### config.mk
export PLATFORM = sky130hd
export DESIGN_NAME = alu_seq
export DESIGN_NICKNAME = d
export VERILOG_FILES = /design/src/rtl/alu_pkg.sv /design/src/rtl/alu_seq_mul.sv /design/src/rtl/alu_seq.sv
export SDC_FILE = /design/constraint.sdc
export NUM_CORES = 1
export LEC_CHECK = 0
export ABC_AREA = 1
export ABC_CLOCK_PERIOD_IN_PS = 6600
export CORE_ASPECT_RATIO = 0.75
export CORE_MARGIN = 2
export CORE_UTILIZATION = 40
export CTS_CLUSTER_SIZE = 28
export DETAILED_ROUTE_END_ITERATION = 8
export GPL_TIMING_DRIVEN = 0
export PLACE_DENSITY = 0.67
export SLEW_MARGIN = 15
export SYNTH_ARGS = -nofsm -noshare
export SYNTH_HDL_FRONTEND = slang
export SYNTH_SLANG_ARGS = --single-unit
### constraint.sdc
create_clock -name Clock -period 6.6 [get_ports Clock]
set_input_delay 0.66 -clock Clock [delete_from_list [all_inputs] [get_ports Clock]]
set_output_delay 0.66 -clock Clock [all_outputs]
set_load 0.03 [all_outputs]
### src/rtl/alu_pkg.sv
// Shared definitions for the sequential ALU: opcode map, status bit
// positions, controller state encoding and a status packing helper.
package alu_pkg;

  localparam logic [5:0] OP_ADD = 6'b010000;
  localparam logic [5:0] OP_SUB = 6'b010100;
  localparam logic [5:0] OP_AND = 6'b010101;
  localparam logic [5:0] OP_OR  = 6'b010001;
  localparam logic [5:0] OP_NOR = 6'b010010;
  localparam logic [5:0] OP_XOR = 6'b010011;
  localparam logic [5:0] OP_SRL = 6'b001100;
  localparam logic [5:0] OP_SLL = 6'b001101;
  localparam logic [5:0] OP_SRA = 6'b001110;
  localparam logic [5:0] OP_MUL = 6'b011000;

  localparam int ST_OVER  = 3;
  localparam int ST_CARRY = 2;
  localparam int ST_ZERO  = 1;
  localparam int ST_NEG   = 0;

  typedef enum logic [1:0] {
    IDLE = 2'd0,
    MUL  = 2'd1,
    DONE = 2'd2
  } state_t;

  // Places the four flags at their fixed positions in the Status word.
  function automatic logic [3:0] packStatus(input logic over, input logic carry,
                                            input logic zero, input logic neg);
    logic [3:0] s;
    s           = 4'b0000;
    s[ST_OVER]  = over;
    s[ST_CARRY] = carry;
    s[ST_ZERO]  = zero;
    s[ST_NEG]   = neg;
    return s;
  endfunction

endpackage

### src/rtl/alu_seq_mul.sv
// Unsigned shift-add multiplier. A start pulse captures both operands,
// then one partial product is accumulated per cycle for WIDTH cycles.
// o_done is high during the final accumulation cycle, so the product is
// complete on the cycle after o_done.
module alu_seq_mul #(
  parameter int WIDTH = 32
) (
  input  logic                 i_clock,
  input  logic                 i_reset,
  input  logic                 i_start,
  input  logic [WIDTH-1:0]     i_a,
  input  logic [WIDTH-1:0]     i_b,
  output logic                 o_busy,
  output logic                 o_done,
  output logic [2*WIDTH-1:0]   o_product
);

  localparam int CW = $clog2(WIDTH);
  localparam logic [CW-1:0] LAST = CW'(WIDTH - 1);

  logic [CW-1:0]      r_count;
  logic               r_busy;
  logic [2*WIDTH-1:0] r_mcand;
  logic [WIDTH-1:0]   r_mplier;
  logic [2*WIDTH-1:0] r_acc;

  // Operand capture on start, then one shift-add step per cycle while busy.
  always_ff @(posedge i_clock) begin
    if (i_reset) begin
      r_busy   <= 1'b0;
      r_count  <= '0;
      r_mcand  <= '0;
      r_mplier <= '0;
      r_acc    <= '0;
    end else if (i_start) begin
      r_busy   <= 1'b1;
      r_count  <= '0;
      r_mcand  <= {{WIDTH{1'b0}}, i_a};
      r_mplier <= i_b;
      r_acc    <= '0;
    end else if (r_busy) begin
      if (r_mplier[0]) begin
        r_acc <= r_acc + r_mcand;
      end
      r_mcand  <= r_mcand << 1;
      r_mplier <= r_mplier >> 1;
      r_count  <= r_count + 1'b1;
      if (r_count == LAST) begin
        r_busy <= 1'b0;
      end
    end
  end

  assign o_busy    = r_busy;
  assign o_done    = r_busy && (r_count == LAST);
  assign o_product = r_acc;

endmodule

### src/rtl/alu_seq.sv
// Sequential ALU between decode and writeback: valid/ready on both sides,
// a one-deep registered result, single-cycle logic/arith/shift ops and an
// optional multi-cycle multiplier that stalls issue while it runs.
module alu_seq
  import alu_pkg::*;
#(
  parameter int WIDTH  = 32,
  parameter bit MUL_EN = 1'b1
) (
  input  logic             Clock,
  input  logic             Reset,
  input  logic             InValid,
  output logic             InReady,
  input  logic [5:0]       OPCode,
  input  logic [WIDTH-1:0] DataA,
  input  logic [WIDTH-1:0] DataB,
  output logic             OutValid,
  input  logic             OutReady,
  output logic [WIDTH-1:0] ResultC,
  output logic [3:0]       Status
);

  localparam int SHW = $clog2(WIDTH);
  localparam int MSB = WIDTH - 1;

  state_t           r_state;
  logic             r_outValid;
  logic [WIDTH-1:0] r_result;
  logic [3:0]       r_status;

  logic               w_accept;
  logic               w_isMul;
  logic               w_mulStart;
  logic               w_mulBusy;
  logic               w_mulDone;
  logic [2*WIDTH-1:0] w_mulProduct;
  logic [WIDTH-1:0]   w_mulResult;
  logic [3:0]         w_mulStatus;
  logic [SHW-1:0]     w_shAmt;
  logic [SHW-1:0]     w_amtM1;
  logic [SHW-1:0]     w_sllIdx;
  logic [WIDTH:0]     w_addSum;
  logic [WIDTH:0]     w_subSum;
  logic [WIDTH-1:0]   w_aluResult;
  logic               w_aluCarry;
  logic               w_aluOver;
  logic [3:0]         w_aluStatus;

  assign InReady    = (r_state == IDLE) && (!r_outValid || OutReady);
  assign w_accept   = InValid && InReady;
  assign w_isMul    = MUL_EN && (OPCode == OP_MUL);
  assign w_mulStart = w_accept && w_isMul;

  // The last bit shifted out sits at index n-1 for right shifts and at
  // WIDTH-n for left shifts; WIDTH-n wraps to ~(n-1) in SHW bits.
  assign w_shAmt  = DataB[SHW-1:0];
  assign w_amtM1  = w_shAmt - 1'b1;
  assign w_sllIdx = ~w_amtM1;

  assign w_addSum = {1'b0, DataA} + {1'b0, DataB};
  assign w_subSum = {1'b0, DataA} + {1'b0, ~DataB} + {{WIDTH{1'b0}}, 1'b1};

  // Single-cycle datapath; MUL and unknown opcodes fall through to zero here.
  always_comb begin
    w_aluResult = '0;
    w_aluCarry  = 1'b0;
    w_aluOver   = 1'b0;
    case (OPCode)
      OP_ADD: begin
        w_aluResult = w_addSum[WIDTH-1:0];
        w_aluCarry  = w_addSum[WIDTH];
        w_aluOver   = (DataA[MSB] == DataB[MSB]) && (w_addSum[MSB] != DataA[MSB]);
      end
      OP_SUB: begin
        w_aluResult = w_subSum[WIDTH-1:0];
        w_aluCarry  = w_subSum[WIDTH];
        w_aluOver   = (DataA[MSB] != DataB[MSB]) && (w_subSum[MSB] != DataA[MSB]);
      end
      OP_AND: w_aluResult = DataA & DataB;
      OP_OR:  w_aluResult = DataA | DataB;
      OP_NOR: w_aluResult = ~(DataA | DataB);
      OP_XOR: w_aluResult = DataA ^ DataB;
      OP_SRL: begin
        w_aluResult = DataA >> w_shAmt;
        w_aluCarry  = (w_shAmt != '0) && DataA[w_amtM1];
      end
      OP_SLL: begin
        w_aluResult = DataA << w_shAmt;
        w_aluCarry  = (w_shAmt != '0) && DataA[w_sllIdx];
      end
      OP_SRA: begin
        w_aluResult = WIDTH'($signed(DataA) >>> w_shAmt);
        w_aluCarry  = (w_shAmt != '0) && DataA[w_amtM1];
      end
      default: begin
        w_aluResult = '0;
      end
    endcase
  end

  assign w_aluStatus = packStatus(w_aluOver, w_aluCarry, (w_aluResult == '0), w_aluResult[MSB]);

  generate
    if (MUL_EN) begin : g_mul
      alu_seq_mul #(.WIDTH(WIDTH)) u_mul (
        .i_clock   (Clock),
        .i_reset   (Reset),
        .i_start   (w_mulStart),
        .i_a       (DataA),
        .i_b       (DataB),
        .o_busy    (w_mulBusy),
        .o_done    (w_mulDone),
        .o_product (w_mulProduct)
      );
    end else begin : g_noMul
      assign w_mulBusy    = 1'b0;
      assign w_mulDone    = 1'b0;
      assign w_mulProduct = '0;
    end
  endgenerate

  assign w_mulResult = w_mulProduct[WIDTH-1:0];
  assign w_mulStatus = packStatus(|w_mulProduct[2*WIDTH-1:WIDTH], 1'b0,
                                  (w_mulResult == '0), w_mulResult[MSB]);

  // Controller and output register: drain on OutReady, load single-cycle
  // results on accept, and load the product once the output slot is free.
  always_ff @(posedge Clock) begin
    if (Reset) begin
      r_state    <= IDLE;
      r_outValid <= 1'b0;
      r_result   <= '0;
      r_status   <= '0;
    end else begin
      if (r_outValid && OutReady) begin
        r_outValid <= 1'b0;
      end
      case (r_state)
        IDLE: begin
          if (w_accept) begin
            if (w_isMul) begin
              r_state <= MUL;
            end else begin
              r_result   <= w_aluResult;
              r_status   <= w_aluStatus;
              r_outValid <= 1'b1;
            end
          end
        end
        MUL: begin
          // The idle-multiplier escape keeps the controller from sticking here.
          if (w_mulDone || !w_mulBusy) begin
            r_state <= DONE;
          end
        end
        DONE: begin
          if (!r_outValid || OutReady) begin
            r_result   <= w_mulResult;
            r_status   <= w_mulStatus;
            r_outValid <= 1'b1;
            r_state    <= IDLE;
          end
        end
        default: begin
          r_state <= IDLE;
        end
      endcase
    end
  end

  assign OutValid = r_outValid;
  assign ResultC  = r_result;
  assign Status   = r_status;

endmodule

# ---- Word-level counts from Yosys, hierarchy flattened
# Cells that the tools add are included.
dict set report classes {
  shift 3
  n_bitwise 6
  n_reduce_logical 25
  muxes 32
  eq_ne 22
  add_sub_neg 6
  n_lt_le_gt_ge 2
}
# operator count
set ops {}
lappend ops {{32-bit case mux with 9 select lines} 1}
lappend ops {{32-bit two-way mux} 7}
lappend ops {{32-bit by 32-bit adder with 33-bit output} 2}
lappend ops {{64-bit adder} 1}
lappend ops {{32-bit zero test} 2}
lappend ops {{32-bit NOT} 2}
lappend ops {{32-bit case mux with 2 select lines} 1}
lappend ops {{6-bit by 5-bit equality test with 1-bit output, second input constant} 7}
lappend ops {{33-bit by 1-bit adder with 33-bit output, second input constant} 1}
lappend ops {{32-bit bitwise AND} 1}
lappend ops {{32-bit bitwise OR} 1}
lappend ops {{32-bit OR reduction} 1}
lappend ops {{32-bit by 5-bit << shifter with 32-bit output} 1}
lappend ops {{32-bit by 5-bit right shift with 32-bit output} 1}
lappend ops {{32-bit by 5-bit >>> shifter with 32-bit output} 1}
lappend ops {{32-bit XOR} 1}
lappend ops {{6-bit by 4-bit equality test with 1-bit output, second input constant} 3}
lappend ops {{5-bit by 6-bit less-than comparator with 1-bit output, second input constant} 2}
lappend ops {{4-bit two-way mux} 3}
lappend ops {{1-bit binary-select mux with 5-bit select} 2}
lappend ops {{2-bit != test, second input constant} 5}
lappend ops {{1-bit logical AND} 9}
lappend ops {{1-bit two-way mux} 9}
lappend ops {{2-bit two-way mux} 4}
lappend ops {{20 further kinds} 28}
dict set report totals {
  in_bits 74
  out_inout_bits 38
  word_cells 106
  regBits 205
}

# ---- Depth between registers and ports, before layout
dict set report depth {
  ltp_word 9
  depth_mapped 24
  ltp_nobuf 21
}

# ---- Modules after synthesis
# A second synthesis with hierarchy kept.
dict set report hier_totals {
  cells_unflattened 4800
  hier_area_um2 25438.1
}
# mod cells_per_inst seq_area_each_um2 area_each_um2 instances
set by_module_without_submodules {}
lappend by_module_without_submodules {alu_seq 2590 760.7 12777.3 1}
lappend by_module_without_submodules {alu_seq_mul 2210 3323.2 12660.9 1}

# ---- Least setup slack after synthesis
# No wires, ideal clock.
dict set report synth_path {
  path_kind {input-to-reg}
  startpoint {in DataB[4]}
  endpoint {reg r_status[1] (netlist: Status[1])}
  path_stages 22
  required_time_ns 6.530
  n_path_buf 3
  setup_ns 0.070
  slack_ns 3.429
  arrival_time_ns 3.101
  cell_sequence {inv_1 clkbuf_1 clkbuf_1 ha_1 buf_2 nor2_1 nand2_1 inv_1 nand2_1 nand2_1 nand2_1 nand2_1 nand2_1 nand2_1 nor2_1 nor2_1 nand3_1 nor2_1 nand2_1 nor2_1 nand4_1 a21oi_1}
}
dict set report synth_via {
  elab_chain_len 8
  word_cells_on_any_way 16
  classes_between {3 x add/sub; 3 x shift; 4 x mux; 5 x bitwise; 1 x reduce/logical}
}
# element line
set synth_rtl {}
lappend synth_rtl {{start: declaration} alu_seq.sv:16} ;# input logic [WIDTH-1:0] DataB,
lappend synth_rtl {{32-bit NOT} alu_seq.sv:61} ;# assign w_subSum = {1'b0, DataA} + {1'b0, ~DataB} + {{WIDTH{1'b0}}, 1'b1};
lappend synth_rtl {{32-bit by 32-bit adder with 33-bit output} alu_seq.sv:61}
lappend synth_rtl {{33-bit by 1-bit adder with 33-bit output} alu_seq.sv:61}
lappend synth_rtl {{32-bit case mux with 9 select lines (*)} alu_seq.sv:68} ;# case (OPCode)
lappend synth_rtl {{32-bit zero test (*)} alu_seq.sv:101} ;# assign w_aluStatus = packStatus(w_aluOver, w_aluCarry, (w_aluResult == '0), w_aluResult[MSB]);
lappend synth_rtl {{4-bit two-way mux (*)} alu_seq.sv:141} ;# if (w_isMul) begin
lappend synth_rtl {{4-bit two-way mux (*)} alu_seq.sv:140} ;# if (w_accept) begin
lappend synth_rtl {{4-bit case mux with 2 select lines (*)} alu_seq.sv:138} ;# case (r_state)
lappend synth_rtl {{end signal: assignment} alu_seq.sv:145} ;# r_status <= w_aluStatus;
lappend synth_rtl {{end signal: assignment} alu_seq.sv:159} ;# r_status <= w_mulStatus;
lappend synth_rtl {{end: declaration} alu_seq.sv:29} ;# logic [3:0] r_status;
# Mark *: on every way between the ends. The rest lies on a longest branch, timed or not. The select of a mux whose other input is x is not followed.
# A chain may end at the register's enable or synchronous reset.

# ---- Worst setup path after layout
# Same ends and word-level chain as after synthesis.

==> impl_metrics.csv <==
group,metric,value,unit
status,status,"finished clean",
setup_path,critPathMaxFanout,11,
synthesis,synth_async_sr_flop_share,0,%
finish,instances_no_fill,5137,
clocking,cts_tree,"yes",
floorplan,die_h,214.0,um
global_route,first_global_vias,26610,
setup_path,slowest_stage,"clkbuf_1",
global_route,track_usage,42.69,%
pwr,p_clk_share,31.4,%
setup_path,worstPathArrival,6.05,ns
setup_path,reg2reg_depth,12,
synthesis,ys_ff_latch,204,
drt,dr.pass1.iters,9,
global_route,antenna_found_initial,5,
setup_path,worstSetupPathType,"input pin to register",
finish,final_cell_mix,"nand2_1, inv_1, nand3_1, nor2_1, a21oi_1",
job,cap_violations,0,
finish,area_growth,11.36,%
pwr,p_sw,1.464,mW
drt,routed_wl,135.9,mm
finish,nFillCells,6560,
setup_path,r2r_end,"g_mul.u_mul.o_product[54]",
min_path,min_path_type,"register to register",
clocking,h-tree-depth,1,
floorplan,die_w,284.0,um
min_path,hold_end,"g_mul.u_mul.r_mplier[11]",
floorplan,core,57820,um^2
timing,slew_headroom,13.67,%
synthesis,postSynthAreaPerCell,5.581,um^2
timing,fin_crit,5.567,ns
synthesis,yosysTopAreaCellShare,19.93,%
synthesis,synth_cells,4215,
clocking,cts_buffers,19,
clocking,post_cts_resized,0,
synthesis,synth_largest_area_cell,"nand2_1",
pwr,power.internal,2.151,mW
clocking,ctsHoldBuffers,0,
timing,final_max_slew_viol_count,0,
min_path,whs_path_depth,2,
global_route,grt_pass1_wl,190.3,mm
placement,io_buffer_count,110,
global_route,grt_max_degree,17,
clocking,clkSlewWorstSetupHoldPaths,0.08,ns
pwr,combinationalPowerShare,34.1,%
timing,finalClockSkew,0.04477,ns
synthesis,syn_nets,4455,
finish,final_nets,4586,
setup_path,r2r-start,"g_mul.u_mul.o_product[43]",
setup_path,cp_num_buf_inv,5,
timing,hold_violations,0,
pwr,pwr_density_cell,138.0,nW/um^2
placement,dpl_cell_area,25600,um^2
setup_path,start_kind,"input pin",
clocking,worst_skew_pair.late_latency,0.55,ns
floorplan,row_count,76,
pwr,p_leak,12.91,nW
pwr,p_total,3.615,mW
clocking,cts_root_buf,"clkbuf_16",
finish,final_area,26200,um^2
timing,finalSetupViolations,0,
synthesis,ys_seq_area_share,17.36,%
clocking,cts_setup_buffers,0,
synthesis,yosys-top-cells-area,"nand2_1, dfxtp_1, nand3_1",
synthesis,synth.distinct_cells,62,
timing,rsz0062_at_grt,"no",
synthesis,synth_warnings,0,
drt,drtAntennaViolNets,0,
timing,fin_crit_sh,84.35,%
setup_path,end_kind,"register",
setup_path,crit_family,"simple AND/OR/NAND/NOR gates",
setup_path,slowest_delay,0.79,ns
timing,fin_setup_tns,0,ns
placement,hpwlAfterDp,113.0,mm
synthesis,synth_area,23530,um^2
setup_path,cpMostUsedCell,"nand3_1",
placement,placedCellCount,5105,
floorplan,start_util,40.69,%
drt,vias_per_cell,5.903,
finish,drive_gt1_share,4.477,%
timing,worst_slew_pin_slew,1.283,ns
clocking,cts_sinks,204,
clocking,clock_path_buffers,3,
synthesis,synth-main-ff-cell,"dfxtp_1",
drt,routedWlPerCell,26.45,um
floorplan,die_area,60790,um^2
drt,routed-via-count,30320,
drt,drt-initial-drc-count,5155,
pwr,vdd_drop_max,0.1700,mV
setup_path,cp_data_required_time,7.08,ns
floorplan,ios,112,
synthesis,synth-edff-count,0,
min_path,min-delay-start,"g_mul.u_mul.r_mplier[12]",
placement,routabilityCongestion,1.090,
finish,final_common_cell,"nand2_1",
drt,drc,0,
pwr,power_frac_seq,34.4,%
pwr,p_sw_share,40.49,%
setup_path,r2r_setup_slack,2.56,ns
timing,fmaxAchievable,179.6,MHz
setup_path,cp_cell_sequence,"clkdlybuf4s50_1 -> inv_1 -> clkbuf_1 -> clkbuf_1 -> ha_1 -> buf_2 -> nor2_1 -> nand3_1 -> nand3_1 -> nand2_1 -> nand2_1 -> nand2_1 -> nand3_1 -> nand3_1 -> a21oi_1 -> nand2_1 -> nor2_1 -> nand3_1 -> nor2_1 -> nand4_1 -> a21oi_1",
global_route,overflow,0,
[synth_stat cells (all sizes together) (37+ instances only)]
cell and number:
ha 163, buf 102, a21oi 299, o21ai 216
clkbuf 72, inv 562, nor2 462, xor2 37
nand2 1274, a31oi 55, dfxtp 204, nand4 53
nand3 482
[worst min-delay path, stage by stage (launching register included)]
cell	delay (ns)
dfxtp_1	0.31
nand3_1	0.07
a31oi_1	0.06
[area by class of cell]
class | instances | area [um^2] | share of cell area, %
diodes | 1 | 2.502 | 0.009552
flip-flops and latches | 204 | 4084 | 15.59
inverters | 566 | 2125 | 8.110
well taps | 780 | 975.9 | 3.725
repair buffers | 110 | 1101 | 4.203
multi-input cells | 3271 | 16440 | 62.76
clock buffers | 24 | 514.2 | 1.963
clock inverters | 7 | 78.83 | 0.3009
plain buffers | 174 | 875.8 | 3.343
[routing by layer]
metal	vias up	wire (um)	part of all wire [%]	GRT usage, %
met2	2140	46100	34	51.24
met4	6	5389	4.0	14.40
met3	241	22890	17	19.02
met1	13970	61450	45	64.49
li1	13970	-	-	-
met5	-	47	0.035	0
[cell families (layout without fill, tap and decap cells)]
kind of cell / Yosys count / after routing / share of synthesized area [%]
buf+inv: 740 / 881 / 12.75
fa+ha+maj: 166 / 166 / 8.925
other cells: 0 / 1 / 0
flops: 204 / 204 / 17.36
simple gates: 2348 / 2348 / 41.86
compound gates: 703 / 703 / 17.01
xor+xnor: 54 / 54 / 2.090
[state kept, by name, indices dropped and copies added (netlist names), 2 cells and up]
name / count
g_mul.u_mul.r_mcand: 64
g_mul.u_mul.o_product: 64
g_mul.u_mul.r_count: 5
g_mul.u_mul.r_mplier: 32
ResultC: 31
Status: 4
r_state: 2
[metrics by stage]
stage               setup WS (ns)  hold slack, ns  utilization [%]
floorplan                   3.429          0.4410                -
global placement           0.8204          0.4505            44.28
detailed placement         0.8195          0.4549            44.28
CTS                         1.361          0.4653            45.31
global route               0.8301          0.4775            45.31
finish                      1.033          0.4629            45.31
[worst max-delay path by stage]
stage | to | startpoint | slack [ns] | cells past startpoint
after detailed placement | Status[1] | DataB[4] | 0.82 | 21
after floorplan | Status[1] | DataB[4] | 3.43 | 22
after CTS | Status[1] | DataB[4] | 1.36 | 21
after global routing | Status[1] | DataB[4] | 0.83 | 21
after global placement | Status[1] | DataB[4] | 0.82 | 21
final | Status[1] | DataB[4] | 1.03 | 21
[power groups by stage]
stage	Combinational, mW	Sequential, mW	Clock [mW]
2_1_floorplan	0.648	1.29	0
3_3_place_gp	1.17	1.27	0
3_5_place_dp	1.16	1.27	0
4_1_cts	1.16	1.25	1.13
5_1_grt	1.29	1.25	1.19
6_report	1.23	1.25	1.14
(Power assumes the default switching activity.)
